[config.mk]
export PLATFORM = sky130hd
export DESIGN_NAME = mac_tree_acc
export DESIGN_NICKNAME = d
export VERILOG_FILES = /design/src/rtl/mac_tree_acc.sv
export SDC_FILE = /design/constraint.sdc
export NUM_CORES = 1
export LEC_CHECK = 0
export ABC_CLOCK_PERIOD_IN_PS = 5400
export BUFFER_PORTS_ARGS = -buffer_cell sky130_fd_sc_hd__buf_2
export CORE_MARGIN = 8
export CORE_UTILIZATION = 45
export DETAILED_ROUTE_END_ITERATION = 10
export PLACE_DENSITY = 0.7
export SLEW_MARGIN = 30
export SYNTH_ARGS = -nofsm -noshare
export SYNTH_HDL_FRONTEND = slang
export SYNTH_SLANG_ARGS = --single-unit
[constraint.sdc]
create_clock -name clk -period 5.4 [get_ports clk]
set_input_delay 1.08 -clock clk [delete_from_list [all_inputs] [get_ports clk]]
set_output_delay 1.08 -clock clk [all_outputs]
set_load 0.01 [all_outputs]
[src/rtl/mac_tree_acc.sv]
// rtl/mac_tree_acc.sv - streaming dot-product engine: per-lane multiply, registered adder tree, beat accumulator.
// Optional MAC_TREE_ACC_SAT_EN clamps the result to the OUT_WIDTH range instead of truncating.
module mac_tree_acc #(
    parameter int LANES        = 8,
    parameter int WEIGHT_WIDTH = 4,
    parameter int ACT_WIDTH    = 4,
    parameter int OUT_WIDTH    = 16,
    parameter int MAX_BEATS    = 16,
    parameter int SIGNED       = 1
) (
    input  logic                              clk,
    input  logic                              rst,
    input  logic                              i_valid,
    output logic                              i_ready,
    input  logic                              i_last,
    input  logic [LANES*WEIGHT_WIDTH-1:0]     i_weights_flat,
    input  logic [LANES*ACT_WIDTH-1:0]        i_acts_flat,
    output logic                              o_valid,
    input  logic                              o_ready,
    output logic [OUT_WIDTH-1:0]              o_result,
    output logic                              o_err
);
    localparam int   D  = $clog2(LANES);
    localparam int   PW = WEIGHT_WIDTH + ACT_WIDTH;
    localparam int   CW = $clog2(MAX_BEATS);
    localparam int   TW = PW + D;
    localparam int   AW = TW + CW;
    localparam logic SX = (SIGNED != 0);

    logic stall;
    logic accept;
    assign stall   = o_valid & ~o_ready;
    assign i_ready = ~stall;
    assign accept  = i_valid & ~stall;

    // Operands are widened to PW bits first so the low PW bits of the product are exact in both modes.
    function automatic logic [PW-1:0] lane_mul(input logic [WEIGHT_WIDTH-1:0] w,
                                               input logic [ACT_WIDTH-1:0]    a);
        logic [PW-1:0] wx;
        logic [PW-1:0] ax;
        wx = {{ACT_WIDTH{SX & w[WEIGHT_WIDTH-1]}}, w};
        ax = {{WEIGHT_WIDTH{SX & a[ACT_WIDTH-1]}}, a};
        return wx * ax;
    endfunction

    logic [CW-1:0] beat_cnt;
    logic          at_max;
    logic          eff_last;
    logic          forced;
    assign at_max   = (beat_cnt == CW'(MAX_BEATS - 1));
    assign eff_last = i_last | at_max;
    assign forced   = at_max & ~i_last;

    // Tag bit l travels alongside tree level l (bit 0 = product register).
    logic [D:0] tag_v;
    logic [D:0] tag_l;
    logic [D:0] tag_f;
    logic [D:0] tag_e;

    always_ff @(posedge clk) begin
        if (rst) begin
            beat_cnt <= '0;
            tag_v    <= '0;
            tag_l    <= '0;
            tag_f    <= '0;
            tag_e    <= '0;
        end else if (!stall) begin
            tag_v <= {tag_v[D-1:0], accept};
            tag_l <= {tag_l[D-1:0], eff_last};
            tag_f <= {tag_f[D-1:0], (beat_cnt == '0)};
            tag_e <= {tag_e[D-1:0], forced};
            if (accept) begin
                beat_cnt <= eff_last ? '0 : beat_cnt + CW'(1);
            end
        end
    end

    for (genvar l = 0; l <= D; l++) begin : g_lvl
        localparam int W = PW + l;
        localparam int N = LANES >> l;
        logic [W-1:0] node [N];

        if (l == 0) begin : g_mul
            always_ff @(posedge clk) begin
                if (rst) begin
                    for (int i = 0; i < N; i++) node[i] <= '0;
                end else if (!stall) begin
                    for (int i = 0; i < N; i++) begin
                        node[i] <= lane_mul(i_weights_flat[i*WEIGHT_WIDTH +: WEIGHT_WIDTH],
                                            i_acts_flat[i*ACT_WIDTH +: ACT_WIDTH]);
                    end
                end
            end
        end else begin : g_add
            function automatic logic [W-1:0] grow(input logic [W-2:0] x);
                return {SX & x[W-2], x};
            endfunction

            always_ff @(posedge clk) begin
                if (rst) begin
                    for (int i = 0; i < N; i++) node[i] <= '0;
                end else if (!stall) begin
                    for (int i = 0; i < N; i++) begin
                        node[i] <= grow(g_lvl[l-1].node[2*i]) + grow(g_lvl[l-1].node[2*i+1]);
                    end
                end
            end
        end
    end

    logic [TW-1:0] tree_sum;
    logic [AW-1:0] tree_ext;
    logic [AW-1:0] acc;
    logic [AW-1:0] acc_next;
    assign tree_sum = g_lvl[D].node[0];
    assign tree_ext = {{CW{SX & tree_sum[TW-1]}}, tree_sum};
    assign acc_next = tag_f[D] ? tree_ext : acc + tree_ext;

    logic [OUT_WIDTH-1:0] res_next;
    if (OUT_WIDTH >= AW) begin : g_extend
        if (SIGNED != 0) begin : g_s
            assign res_next = OUT_WIDTH'($signed(acc_next));
        end else begin : g_u
            assign res_next = OUT_WIDTH'(acc_next);
        end
    end else begin : g_narrow
`ifdef MAC_TREE_ACC_SAT_EN
        if (SIGNED != 0) begin : g_s
            logic [AW-OUT_WIDTH:0] hi;
            logic                  ovf;
            assign hi  = acc_next[AW-1:OUT_WIDTH-1];
            assign ovf = ~(&hi | ~|hi);
            assign res_next = !ovf         ? acc_next[OUT_WIDTH-1:0] :
                              acc_next[AW-1] ? {1'b1, {(OUT_WIDTH-1){1'b0}}} :
                                               {1'b0, {(OUT_WIDTH-1){1'b1}}};
        end else begin : g_u
            assign res_next = (|acc_next[AW-1:OUT_WIDTH]) ? '1 : acc_next[OUT_WIDTH-1:0];
        end
`else
        assign res_next = acc_next[OUT_WIDTH-1:0];
`endif
    end

    // A completing vector can only land when the output slot is free or being consumed this cycle.
    always_ff @(posedge clk) begin
        if (rst) begin
            acc      <= '0;
            o_valid  <= 1'b0;
            o_err    <= 1'b0;
            o_result <= '0;
        end else if (!stall) begin
            if (tag_v[D]) begin
                acc <= acc_next;
            end
            if (tag_v[D] && tag_l[D]) begin
                o_valid  <= 1'b1;
                o_err    <= tag_e[D];
                o_result <= res_next;
            end else begin
                o_valid <= 1'b0;
                o_err   <= 1'b0;
            end
        end
    end
endmodule

# Yosys cells after proc, flatten, opt, wreduce, memory -nomap -nowiden

Memories as Yosys holds them, arrays and structs flattened.
Cells that the tools add are included.
W data, S select, Z words.

Bits in registers: 52
Memory bits (writable): 131
Input bits: 69
Output and inout bits: 19
Logic and storage cells: 83
Memories kept: 4

$add $sub $neg: 9
Multiply operators: 8
Equality and inequality tests: 1
Multiplexer cells: 25
Bitwise operators: 21
Reductions and logical operators: 6

Memory list:

| memory        | depth | width | read ports | clocked after memory_dff | wr ports | RTL line | RTL |
|---|---|---|---|---|---|---|---|
| g_lvl[0].node | 8     | 8     | 8          | 0                        | 8        | 81       | `logic [W-1:0] node [N];` |
| g_lvl[1].node | 4     | 9     | 4          | 0                        | 4        | 81       |  |
| g_lvl[2].node | 2     | 10    | 2          | 0                        | 2        | 81       |  |
| g_lvl[3].node | 1     | 11    | 1          | 0                        | 1        | 81       |  |

Operators by type and width:

| cell                  | number |
|---|---|
| $mul A4 B4 Y8         | 8 |
| $mux W8               | 8 |
| $add A8 B8 Y9         | 4 |
| $mux W9               | 4 |
| $add A9 B9 Y10        | 2 |
| $mux W10              | 2 |
| $add A15 B15 Y15      | 1 |
| $mux W15              | 1 |
| $or A1 B1 Y1          | 15 |
| $add A10 B10 Y11      | 1 |
| $mux W11              | 1 |
| $reduce_or A11 Y1     | 1 |
| $mux W1               | 8 |
| $reduce_and A2 Y1     | 3 |
| $add A4 B1 Y4 const B | 1 |
| $eq A4 B4 Y1 const B  | 1 |
| $logic_not A4 Y1      | 1 |
| $mux W4               | 1 |
| $and A1 B1 Y1         | 3 |
| $not A1 Y1            | 3 |
| $logic_and A1 B1 Y1   | 1 |

# Depth between registers and ports, before layout

Gate-level depths: netlist of the first run.

Word-level depth: 7
Gate-level depth with buffers: 14
Gate-level depth less buffers: 14

# Worst setup path after synthesis of the first run

No wires, ideal clock.

Path type: input-to-reg
Start: input port o_ready
End: memory g_lvl[0].node[0][0] in the netlist's numbering (enable)
Setup time: 1.131 ns
Arrival time: 4.013 ns
Required time: 4.269 ns
Slack: 0.256 ns
Cell stages on the path: 4
Buffers on the path: 2
Path through: nor2b_1 > clkbuf_1 > clkbuf_1 > nand2_1

RTL lines:

| element     | RTL line | RTL |
|---|---|---|
| from (decl) | 19       | `input logic o_ready,` |
| to (decl)   | 81       |  |

==> results of run 1 <==
## layer usage
metal / track usage / wire length (um)
met1: 0.183 / 11800
met2: 0.243 / 12400
met3: 0.0217 / 732
met4: 0.0426 / 389
met5: 0 / 0
## power by group through the flow
stage / Combinational [uW] / Clock (uW) / Sequential (uW)
6_report: 1790 / 1280 / 1970
5_1_grt: 2070 / 1370 / 2000
4_1_cts: 1820 / 1320 / 1980
3_5_place_dp: 1790 / 0 / 2010
3_3_place_gp: 1740 / 0 / 2010
2_1_floorplan: 1460 / 0 / 1940
## area by class of cell
| class | count | share of cell area |
|---|---|---|
| clock buffers | 17 | 0.0277 |
| well taps | 396 | 0.0323 |
| inverters | 127 | 0.0310 |
| repair buffers | 96 | 0.0344 |
| clock inverters | 15 | 0.0137 |
| multi-input cells | 1009 | 0.537 |
| flip-flops and latches | 183 | 0.324 |
## registers in the layout (all words and copies together), names as in the netlist, 4 cells and up
register and cells:
tag_v 4, tag_f 4, g_lvl.node 131, o_result 15, acc 15, tag_e 4, tag_l 4, beat_cnt 4
## cells in the final DEF (no fill, tap or decap), types with 7 or more instances in the layout
master	n
and3_1	43
nor2b_1	37
xor2_1	33
nand2_1	68
and2_1	68
clkbuf_16	17
buf_4	7
nor3_1	28
nand2b_1	26
buf_2	87
inv_1	127
ha_1	172
edfxtp_1	131
fa_1	80
a21o_1	33
nand3_1	8
xnor2_1	65
or3_1	9
o21ai_0	33
dfxtp_1	51
a21oi_1	79
a211oi_1	20
nor2_1	141
clkinv_8	7
mux2_2	8
## path summary, 6_finish.rpt
kind         slack (ns)              endpoint
min                0.45              tag_f[2]
max                1.49  g_lvl[0].node[0][23]
min reg2reg        0.45              tag_f[2]
max reg2reg        2.70          o_result[14]
## cells by family (layout without fill, tap and decap cells)
family / Yosys count / after routing / share of synthesized area
AOI/OAI and AO/OA: 209 / 209 / 0.0954
adders and majority gates: 252 / 252 / 0.272
xor gates and xnor gates: 98 / 98 / 0.0621
buffers and inverters: 163 / 255 / 0.0445
muxes: 11 / 11 / 0.00869
DFF: 183 / 183 / 0.360
and+or+nand+nor: 439 / 439 / 0.158
## per-stage QoR
step	total power (uW)	setup WS, ns	cells
3_3_place_gp	3750	1.05	1811
3_5_place_dp	3800	1.01	1811
5_1_grt	5440	1.32	1843
2_1_floorplan	3400	0.256	1355
4_1_cts	5120	1.49	1843
6_report	5050	1.49	1843
## critical path, cell delays in order
cell,delay [ns]
buf_2,0.11
nand2b_1,0.16
fa_1,0.54
inv_1,0.05
fa_1,0.55
fa_1,0.43
ha_1,0.24
fa_1,0.40
a21o_1,0.17
a21oi_1,0.17
xnor2_1,0.13
nor2_1,0.05
==> results.cfg, run 1 <==
[floorplan]
io_pins = 88
initial_core_util = 0.454
core_sq_um = 30400
die_area_sq_um = 36600
die_w_um = 191
rows = 64
fp.dieH_um = 191

[drt]
num_vias = 9351
ant_nets = 0
wl_per_cell_um = 13.8
drt-pass1-iter-count = 4
via_per_inst = 5.07
drt_iter0_drc = 383
wirelength_um = 25400
drc_errors = 0

[yosys]
ys_warn_count = 0
synthTopCellsByCount = ha_1 (172), nor2_1 (141), edfxtp_1 (131)
synth_top_cell_area_share = 0.285
yosysMostFrequentCell = ha_1
yosys.area.top_type = edfxtp_1
synth-seq-cells = 183
synth-seq-area-share = 0.360
synth.avg_cell_area_sq_um = 10.2
synth_edf_count = 131
syn_nets = 1676
yosysUniqueCellTypes = 49
async_flop_share = 0
netlist_instances = 1355
synth_ff_type = edfxtp_1
synth_area_sq_um = 13800
yosys-top-cells-area = edfxtp_1 (28%), ha_1 (16%), fa_1 (12%), dfxtp_1 (7.5%), xnor2_1 (4.1%)

[placement]
dp_hpwl_um = 19600
post_dp_cell_area_sq_um = 14700
io_buffers = 87
place.gp.congestion = 0.868

[clock_network]
cts_max_level = 4
cts_setup_buffers = 0
numCtsBuffers = 17
ctsResizeCount = 0
cts_tree = yes
clock_path_buffers = 2
clock-root-buffer = clkbuf_16
cts.sinks = 183
clock_latency_ns = 0.44
hold_buffers = 0
path_clk_slew_ns = 0.08

[critical_path]
required_ns = 5.58
setup.worst_path.start = i_weights_flat[8]
timing.rr.start = g_lvl[3].node[0][10]
path_class = in2reg
start_kind = primary input
rr_worst_depth = 8
path_max_fanout = 4
arrival_ns = 4.09
end_kind = flop

[power]
swShare = 0.332
seq_power_share = 0.391
intPower_uw = 3370
leakage_uw = 0.00723
clkPwrFrac = 0.254
p_sw_uw = 1670
pwr_density_cell_nw_per_um2 = 329
ir_worst_vdd_uv = 238
p_comb_frac = 0.355

[timing]
tightest_slew_ns = 0.866
skew_ns = 0.00822
slew_violations = 0
finalSetupTns_ns = 0
grt_setup_unrepaired = false
setup_viol = 0
min_period_over_period = 0.724
clock.fmax_ghz = 0.256
fin_crit_ns = 3.91
whs_ns = 0.453
finalHoldViolations = 0
maxSlewHeadroom = 0.423

[cells_and_area]
seq_area_sq_um = 4980
multi_input_area_sq_um = 8240
syn2layout_area_growth_pct = 11.1
diodes = 0
utilization = 0.505
fin_nets = 1755
fin_area_sq_um = 15400
num-fill-cells = 2750
drive_gt1_frac = 0.0974

[min_path]
hp-start = tag_f[2]
hold-path-cell-count = 2
hold_class = reg2reg

[flow_run]
max-cap-violations = 0

[global_routing]
gr-usage-all-layers = 0.142
grt-ovfl-total = 0
grt_pass1_wl_um = 42900
antenna_found_initial = 0
grt_max_degree = 65
grt_pass1_vias = 9306

[status]
status = finished, final reports clean
Power figures use the tool's default switching activity.
==> run 2, diff against run 1 <==
--- a/config.mk
+++ b/config.mk
@@ -5,12 +5,12 @@
 export SDC_FILE = /design/constraint.sdc
 export NUM_CORES = 1
 export LEC_CHECK = 0
-export ABC_CLOCK_PERIOD_IN_PS = 5400
+export ABC_CLOCK_PERIOD_IN_PS = 3700
 export BUFFER_PORTS_ARGS = -buffer_cell sky130_fd_sc_hd__buf_2
 export CORE_MARGIN = 8
 export CORE_UTILIZATION = 45
 export DETAILED_ROUTE_END_ITERATION = 10
-export PLACE_DENSITY = 0.7
+export PLACE_DENSITY = 0.68
 export SLEW_MARGIN = 30
 export SYNTH_ARGS = -nofsm -noshare
 export SYNTH_HDL_FRONTEND = slang
==> constraint.sdc (replaced) <==
create_clock -name clk -period 3.7 [get_ports clk]
set_input_delay 0.74 -clock clk [delete_from_list [all_inputs] [get_ports clk]]
set_output_delay 0.74 -clock clk [all_outputs]
set_load 0.01 [all_outputs]
==> results.cfg, run 2 (synthesized netlist as in run 1, its figures left out) <==
[status]
status = finished, final reports clean

[cells_and_area]
fin_nets = 1813
num-fill-cells = 2721
layout.cells.most_common = ha_1
syn2layout_area_growth_pct = 14.4
largest_reg_flops = 131
diodes = 0
top_regs = g_lvl.node x131, acc x15, o_result x15
fin_area_sq_um = 15800
multi_input_area_sq_um = 8270
layout_common_cells = ha_1 (169), nor2_1 (141), edfxtp_1 (131)
seq_area_sq_um = 4980
regMostFlops = g_lvl.node
drive_gt1_frac = 0.138

[critical_path]
start_kind = primary input
end_kind = flop
r2r_end = o_result[14]
required_ns = 3.86
timing.rr.start = g_lvl[3].node[0][10]
path_class = in2reg
r2r_slack_ns = 1.03
arrival_ns = 3.63
path_max_fanout = 2
rr_worst_depth = 8

[floorplan]
io_pins = 88
fp.dieH_um = 191
rows = 64
core_sq_um = 30400
die_area_sq_um = 36600
initial_core_util = 0.454
die_w_um = 191

[placement]
dp_hpwl_um = 20000
detailedPlace.worstSlack_ns = -0.224
post_dp_cell_area_sq_um = 15200
io_buffers = 87
place.gp.congestion = 0.876

[global_routing]
grt-ovfl-total = 0
top_usage_layer = met2
gr-usage-all-layers = 0.147
grtUsageMet2 = 0.253
use_met3 = 0.0224
grt_pass1_wl_um = 44600
grt_pass1_vias = 9686
antenna_found_initial = 0
grt_max_degree = 86
met1_usage = 0.190

[power]
clkPwrFrac = 0.254
seq_power_share = 0.385
pwr_density_cell_nw_per_um2 = 473
p_sw_uw = 2440
ir_worst_vdd_uv = 276
swShare = 0.326
p_comb_frac = 0.360
leakage_uw = 0.00750
intPower_uw = 5040

[timing]
finalHoldViolations = 0
tightest_slew_ns = 0.762
min_period_over_period = 0.939
grt_setup_unrepaired = false
slew_violations = 0
setup_viol = 0
clock.fmax_ghz = 0.288
fin_ws_ns = 0.225
maxSlewHeadroom = 0.492
skew_ns = 0.0118
fin_crit_ns = 3.47

[min_path]
hp-start = tag_e[2]
hold_class = reg2reg
hold_end = tag_e[2]
hold-path-cell-count = 2

[drt]
ant_nets = 0
wl_per_cell_um = 13.5
drc_errors = 0
drt-pass1-iter-count = 5
wirelength_um = 25700
drt_iter0_drc = 423
num_vias = 9550
via_per_inst = 5.02

[clock_network]
cts_max_level = 4
path_clk_slew_ns = 0.07
cts_tree = yes
hold_buffers = 0
clock-root-buffer = clkbuf_16
clock_path_buffers = 2
clock_latency_ns = 0.44
cts_setup_buffers = 0
numCtsBuffers = 17
ctsResizeCount = 0
cts.sinks = 183

[flow_run]
max-cap-violations = 0
run 2: cell count changes in the layout (fill, tap and decap cells not counted), moves of 3 or more:
cell      previous run  this run
ha_2                 0         3
fa_1                80        75
ha_1               172       169
fa_2                 0         5
clkinv_8             7         4
buf_4                7        65
run 2: stage by stage:
step	hold WS, ns	util	TNS (ns)	power (uW)	cells
4_1_cts	0.455	0.520	0	7570	1901
6_report	0.450	0.520	0	7480	1901
3_3_place_gp	0.438	0.499	-1.24	5560	1869
5_1_grt	0.471	0.520	0	8080	1901
3_5_place_dp	0.446	0.499	-1.90	5630	1869
2_1_floorplan	0.432	-	0	4970	1355
run 2: worst max-delay path by stage:
stage	startpoint	end	slack, ns	cells past startpoint
finish	i_weights_flat[24]	g_lvl[0].node[1][23]	0.23	14
global route	i_weights_flat[20]	g_lvl[0].node[1][15]	0.09	14
CTS	i_weights_flat[24]	g_lvl[0].node[1][23]	0.24	14
detailed placement	i_weights_flat[24]	g_lvl[0].node[1][23]	-0.22	14
global placement	i_weights_flat[24]	g_lvl[0].node[1][23]	-0.17	14
floorplan	i_weights_flat[8]	g_lvl[0].node[0][23]	0.006	11
run 2: final cells by class:
class,instances,share of cell area
Sequential cell,183,0.315
Clock buffer,17,0.0269
Tap cell,396,0.0313
Inverter,127,0.0302
Multi-Input combinational cell,1009,0.523
Timing Repair Buffer,154,0.0609
Clock inverter,15,0.0131
run 2: worst max-delay path, cell delays in order:
cell and delay, ns:
buf_2 0.11, nand2b_1 0.15, fa_1 0.55, inv_1 0.06, fa_1 0.55, fa_1 0.42
ha_1 0.22, inv_1 0.07, fa_2 0.19, inv_1 0.04, a21o_1 0.16, a21oi_1 0.16
xnor2_1 0.15, nor2_1 0.05
run 2: routing by layer:
metal	vias to the layer above	wire (um)	share of wire
met5	-	0	0
met4	0	383	0.015
met3	30	795	0.031
met2	135	12500	0.49
met1	4474	12000	0.47
li1	4911	-	-
run 2: power by group through the flow:
stage,logic [uW],clock network (uW),registers (uW)
after floorplan,2140,0,2820
after global placement,2630,0,2930
after detailed placement,2690,0,2930
after CTS,2730,1940,2890
after global routing,3130,2020,2930
final,2690,1900,2880
